`src/rtl/mem_port_arbiter.sv`:
```
// rtl/mem_port_arbiter.sv - I/D cache miss arbiter for a single-ported fixed-latency memory
// One owner at a time; block reads are sequenced word by word, D-side writes are single words.
module mem_port_arbiter #(
  parameter int WORD_SIZE   = 16,
  parameter int OFFSET_BITS = 2,
  parameter int MEM_LATENCY = 4
) (
  input  logic                   Clk,
  input  logic                   Reset_N,
  input  logic                   i_req,
  input  logic [WORD_SIZE-1:0]   i_addr,
  output logic                   i_grant,
  output logic [WORD_SIZE-1:0]   i_rdata,
  output logic                   i_rvalid,
  output logic [OFFSET_BITS-1:0] i_rword,
  output logic                   i_done,
  input  logic                   d_req,
  input  logic                   d_we,
  input  logic [WORD_SIZE-1:0]   d_addr,
  input  logic [WORD_SIZE-1:0]   d_wdata,
  output logic                   d_grant,
  output logic [WORD_SIZE-1:0]   d_rdata,
  output logic                   d_rvalid,
  output logic [OFFSET_BITS-1:0] d_rword,
  output logic                   d_done,
  output logic                   m_readM,
  output logic                   m_writeM,
  output logic [WORD_SIZE-1:0]   m_address,
  output logic [WORD_SIZE-1:0]   m_wdata,
  input  logic [WORD_SIZE-1:0]   m_rdata,
  output logic                   mem_busy
);

  localparam int BLOCK_WORDS = 1 << OFFSET_BITS;
  localparam int LCNT_W      = (MEM_LATENCY > 1) ? $clog2(MEM_LATENCY) : 1;
  localparam logic [LCNT_W-1:0]      LAST_LCNT = LCNT_W'(MEM_LATENCY - 1);
  localparam logic [OFFSET_BITS-1:0] LAST_WORD = OFFSET_BITS'(BLOCK_WORDS - 1);

  typedef enum logic {S_IDLE = 1'b0, S_XFER = 1'b1} state_t;

  state_t                 state_q, state_d;
  logic                   own_dside_q, own_dside_d;
  logic                   is_write_q, is_write_d;
  logic                   last_dside_q, last_dside_d;
  logic [WORD_SIZE-1:0]   base_q, base_d;
  logic [WORD_SIZE-1:0]   wdata_q, wdata_d;
  logic [OFFSET_BITS-1:0] wcnt_q, wcnt_d;
  logic [LCNT_W-1:0]      lcnt_q, lcnt_d;

  logic xfer, word_done, xfer_done, win_dside, rd_valid;

  assign xfer      = (state_q == S_XFER);
  assign word_done = xfer && (lcnt_q == LAST_LCNT);
  assign xfer_done = word_done && (is_write_q || (wcnt_q == LAST_WORD));
  // Ties go to the side that did not win last time
  assign win_dside = d_req && (!i_req || !last_dside_q);
  assign rd_valid  = word_done && !is_write_q;

  always_comb begin
    state_d      = state_q;
    own_dside_d  = own_dside_q;
    is_write_d   = is_write_q;
    last_dside_d = last_dside_q;
    base_d       = base_q;
    wdata_d      = wdata_q;
    wcnt_d       = wcnt_q;
    lcnt_d       = lcnt_q;
    case (state_q)
      S_IDLE: begin
        if (i_req || d_req) begin
          own_dside_d  = win_dside;
          last_dside_d = win_dside;
          is_write_d   = win_dside && d_we;
          base_d       = win_dside ? d_addr : i_addr;
          wdata_d      = (win_dside && d_we) ? d_wdata : '0;
          wcnt_d       = '0;
          lcnt_d       = '0;
          state_d      = S_XFER;
        end
      end
      S_XFER: begin
        if (word_done) begin
          lcnt_d = '0;
          wcnt_d = wcnt_q + OFFSET_BITS'(1);
          if (xfer_done) begin
            state_d = S_IDLE;
          end
        end else begin
          lcnt_d = lcnt_q + LCNT_W'(1);
        end
      end
      default: state_d = S_IDLE;
    endcase
  end

  always_ff @(posedge Clk) begin
    if (!Reset_N) begin
      state_q      <= S_IDLE;
      own_dside_q  <= 1'b0;
      is_write_q   <= 1'b0;
      last_dside_q <= 1'b0;
      base_q       <= '0;
      wdata_q      <= '0;
      wcnt_q       <= '0;
      lcnt_q       <= '0;
    end else begin
      state_q      <= state_d;
      own_dside_q  <= own_dside_d;
      is_write_q   <= is_write_d;
      last_dside_q <= last_dside_d;
      base_q       <= base_d;
      wdata_q      <= wdata_d;
      wcnt_q       <= wcnt_d;
      lcnt_q       <= lcnt_d;
    end
  end

  // Read addresses take the block base from the latched address and the offset from wcnt
  assign mem_busy  = xfer;
  assign i_grant   = xfer && !own_dside_q;
  assign d_grant   = xfer && own_dside_q;
  assign m_readM   = xfer && !is_write_q;
  assign m_writeM  = xfer && is_write_q;
  assign m_address = !xfer ? '0 :
                     is_write_q ? base_q : {base_q[WORD_SIZE-1:OFFSET_BITS], wcnt_q};
  assign m_wdata   = m_writeM ? wdata_q : '0;

  assign i_rvalid  = rd_valid && !own_dside_q;
  assign d_rvalid  = rd_valid && own_dside_q;
  assign i_rdata   = i_rvalid ? m_rdata : '0;
  assign d_rdata   = d_rvalid ? m_rdata : '0;
  assign i_rword   = i_rvalid ? wcnt_q : '0;
  assign d_rword   = d_rvalid ? wcnt_q : '0;
  assign i_done    = xfer_done && !own_dside_q;
  assign d_done    = xfer_done && own_dside_q;

endmodule
```
`config.mk`:
```
export PLATFORM = sky130hd
export DESIGN_NAME = mem_port_arbiter
export DESIGN_NICKNAME = d
export VERILOG_FILES = /design/src/rtl/mem_port_arbiter.sv
export SDC_FILE = /design/constraint.sdc
export NUM_CORES = 1
export LEC_CHECK = 0
export CORE_AREA = 4 4 67 69
export CTS_CLUSTER_SIZE = 25
export DETAILED_ROUTE_END_ITERATION = 12
export DIE_AREA = 0 0 71 73
export DONT_BUFFER_PORTS = 1
export PLACE_DENSITY = 0.74
export REMOVE_ABC_BUFFERS = 1
export SLEW_MARGIN = 20
export SYNTH_ARGS = -nofsm -noshare
export SYNTH_HDL_FRONTEND = slang
export SYNTH_SLANG_ARGS = --single-unit
```
`constraint.sdc`:
```
create_clock -name Clk -period 3.5 [get_ports Clk]
set_clock_uncertainty 0.2 [all_clocks]
set_input_delay 0.35 -clock Clk [delete_from_list [all_inputs] [get_ports Clk]]
set_output_delay 0.35 -clock Clk [all_outputs]
set_load 0.005 [all_outputs]
```
==> results.yml <==
placed_design:
  portBuffers: 0
  hpwl_um: 3567
  place_congestion: 0.7540
  placed_cells: 281
cts:
  h-tree-depth: 2
  cts_tree: "built"
  clockBufferDepth: 2
  clock_sinks: 39
  cts_made_buffers: 5
  clk_pin_slew_worst_paths_ns: 0.08
  cts.repair.resized: 0
  cts-root-buf: "clkbuf_8"
  clk-insertion-delay-late_ns: 0.29
sta:
  setup_viol_count_final: 0
  holdWs_ns: 0.008405
  timing_max_transition_violations_final: 0
  max_freq_ghz: 0.4136
  grt_setup_unrepaired: "no"
  hold_violations: 0
  period_needed_ns: 2.418
  finalCritPeriodShare: 0.6908
  tns_ns: 0
  maxSlewHeadroom: 0.4622
  worst_slew_pin_slew_ns: 0.8062
floorplanning:
  die-width_um: 71
  ios: 146
  die_y_um: 73
  initial_core_util: 0.5169
  die_area_um2: 5183
  coreArea_um2: 3914
  num_rows: 23
pwr:
  cell_internal_pwr_w: 0.0007562
  pwr-share-clk: 0.372
  max-vdd-ir-drop_v: 0.0003236
  pwr_density_cell_nw_per_um2: 393.7
  p_sw_frac: 0.2490
  power.switching_w: 0.0002508
  power_frac_seq: 0.483
  leakagePower_nw: 1.123
  comb_power_share: 0.145
  power.total_w: 0.001007
cells_and_area:
  final_util: 0.6535
  drive_above_1_share: 0.05300
  diodes: 0
  fin_nets: 353
  final_cells: 333
  syn2layout_area_growth_pct: 26.41
worst_setup_path:
  slowest_delay_ns: 0.67
  cp-start-kind: "register"
  critPathRequiredTime_ns: 2.95
  crit_chain: "inv_1, nor3_2, and2_1"
  worst_path_max_delay_cell: "nor3_2"
  cp_max_fo: 19
  arrival_ns: 1.87
  end_kind: "output pin"
  worstSetupPathType: "reg -> out"
logic_synthesis:
  yosysSeqAreaShare: 0.3859
  synth_seq_cells: 39
  avgSynthCellArea_um2: 8.191
  synth-warning-count: 0
  syn_area_um2: 2023
  synth_cells: 247
  synth_cell_types: 29
grt:
  antenna_found_initial: 0
  grt_util_all_layers: 0.2171
  grt_pass1_wl_um: 9011
  grt_max_degree: 45
  grt_pass1_vias: 1836
  grt_overflow: 0
drt:
  drc: 0
  m1WireLength_um: 2336
  highest_layer: "met4"
  dr_wl_met2_um: 2979
  drt_iter0_markers: 126
  routed_wl_um: 5839
  first_pass_iters: 4
  vias: 1909
  wl_per_cell_um: 17.53
  antenna_left: 0
  viasPerCell: 5.733
  wl_met3_um: 499
worst_hold_path:
  worst_hold_path_type: "in -> reg"
run_status:
  status: "completed"
flow_run:
  drv_cap: 0
==> stage by stage <==
step | area, um^2 | worst slack [ns]
3_3_place_gp | 2004 | 1.408
5_1_grt | 2557 | 0.9023
6_report | 2557 | 1.082
2_1_floorplan | 1927 | 1.241
3_5_place_dp | 2004 | 1.377
4_1_cts | 2547 | 1.063
==> logic make-up after synthesis <==
group,share of synthesized area
buffers and inverters,0.05503
DFF,0.3859
muxes,0.01484
adders and majority gates,0.01237
and+or+nand+nor,0.2888
AOI/OAI and AO/OA,0.2431
==> power by group through the flow <==
stage / clock network, W / registers (W) / logic [W]
floorplan: 0 / 0.000496 / 0.0000697
global placement: 0 / 0.000495 / 0.0000959
detailed placement: 0 / 0.000496 / 0.0000973
CTS: 0.000381 / 0.000486 / 0.000142
global route: 0.000401 / 0.000490 / 0.000163
finish: 0.000374 / 0.000487 / 0.000146
==> worst paths after layout <==
| kind | start | slack (ns) | end | cells after the start |
|---|---|---|---|---|
| min reg2reg | wdata_q[2] | 0.27 | wdata_q[2] | 1 |
| min | Reset_N | 0.008 | base_q[0] | 2 |
| max reg2reg | mem_busy | 1.28 | base_q[1] | 5 |
| max | last_dside_q | 1.08 | d_rdata[15] | 3 |
==> cell usage after synthesis <==
library cell / count / area, um^2
nor3_2: 2 / 20.02
buf_6: 2 / 22.52
mux2i_1: 3 / 30.03
dfxtp_1: 39 / 780.8
and3_1: 19 / 118.9
a311oi_1: 1 / 8.760
a32oi_1: 1 / 8.760
or3_1: 1 / 6.260
nor3_1: 1 / 5.000
a31oi_1: 1 / 6.260
nor2b_1: 1 / 6.260
clkbuf_1: 9 / 33.78
o211ai_1: 1 / 7.510
buf_2: 5 / 25.02
and2_1: 51 / 319.1
nand2_1: 17 / 63.81
buf_4: 2 / 15.01
a211oi_1: 1 / 7.510
inv_1: 4 / 15.01
a21oi_1: 35 / 175.2
o21ai_0: 16 / 80.08
o21bai_2: 1 / 11.26
a21boi_4: 1 / 18.77
a22o_1: 16 / 140.1
nor2_1: 12 / 45.04
o21ba_2: 1 / 10.01
a21bo_1: 1 / 10.01
ha_1: 2 / 25.02
a22oi_1: 1 / 7.510
==> routing by layer <==
metal,GRT usage,vias to the layer above
met1,0.2602,899
met2,0.3790,88
met3,0.06749,2
li1,-,920
met4,0.05428,0
met5,0,-
==> cell type report <==
cell class	count	area, um^2
Clock inverter	3	43.79
Fill cell	313	1356
Timing Repair Buffer	46	455.4
Sequential cell	39	780.7
Clock buffer	5	68.82
Tap cell	50	62.56
Inverter	4	15.01
Multi-Input combinational cell	186	1131
==> repair_timing <==
item | in CTS | in global routing
hold buffers | 43 | 1
buffers inserted | 0 | 0
hold endpoints to repair | 32 | 1
==> cell usage in the layout (no fill, tap or decap) <==
master,Yosys,layout
a211oi_1,1,1
a21bo_1,1,1
a21boi_4,1,1
a21oi_1,35,35
a22o_1,16,16
a22oi_1,1,1
a311oi_1,1,1
a31oi_1,1,1
a32oi_1,1,1
and2_1,51,51
and3_1,19,19
buf_4,2,2
bufinv_16,0,1
clkbuf_8,0,5
clkinv_2,0,1
clkinv_4,0,1
dfxtp_1,39,39
dlygate4sd3_1,0,44
ha_1,2,2
inv_1,4,4
mux2i_1,3,3
nand2_1,17,17
nor2_1,12,12
nor2b_1,1,1
nor3_1,1,1
nor3_2,2,2
o211ai_1,1,1
o21ai_0,16,16
o21ba_2,1,1
o21bai_2,1,1
or3_1,1,1
==> flip-flops by register name, summed over array words and instances (netlist names) <==
register	count
wcnt_q	2
wdata_q	16
mem_busy	1
base_q	16
lcnt_q	2
is_write_q	1
last_dside_q	1
==> critical path, delay by kind of cell (launching register included) <==
family | cells | cell delay, ns
and+or+nand+nor | 2 | 0.92
buffers and inverters | 1 | 0.14
DFF | 1 | 0.53
Note: power is estimated with default switching activity, not from simulation.
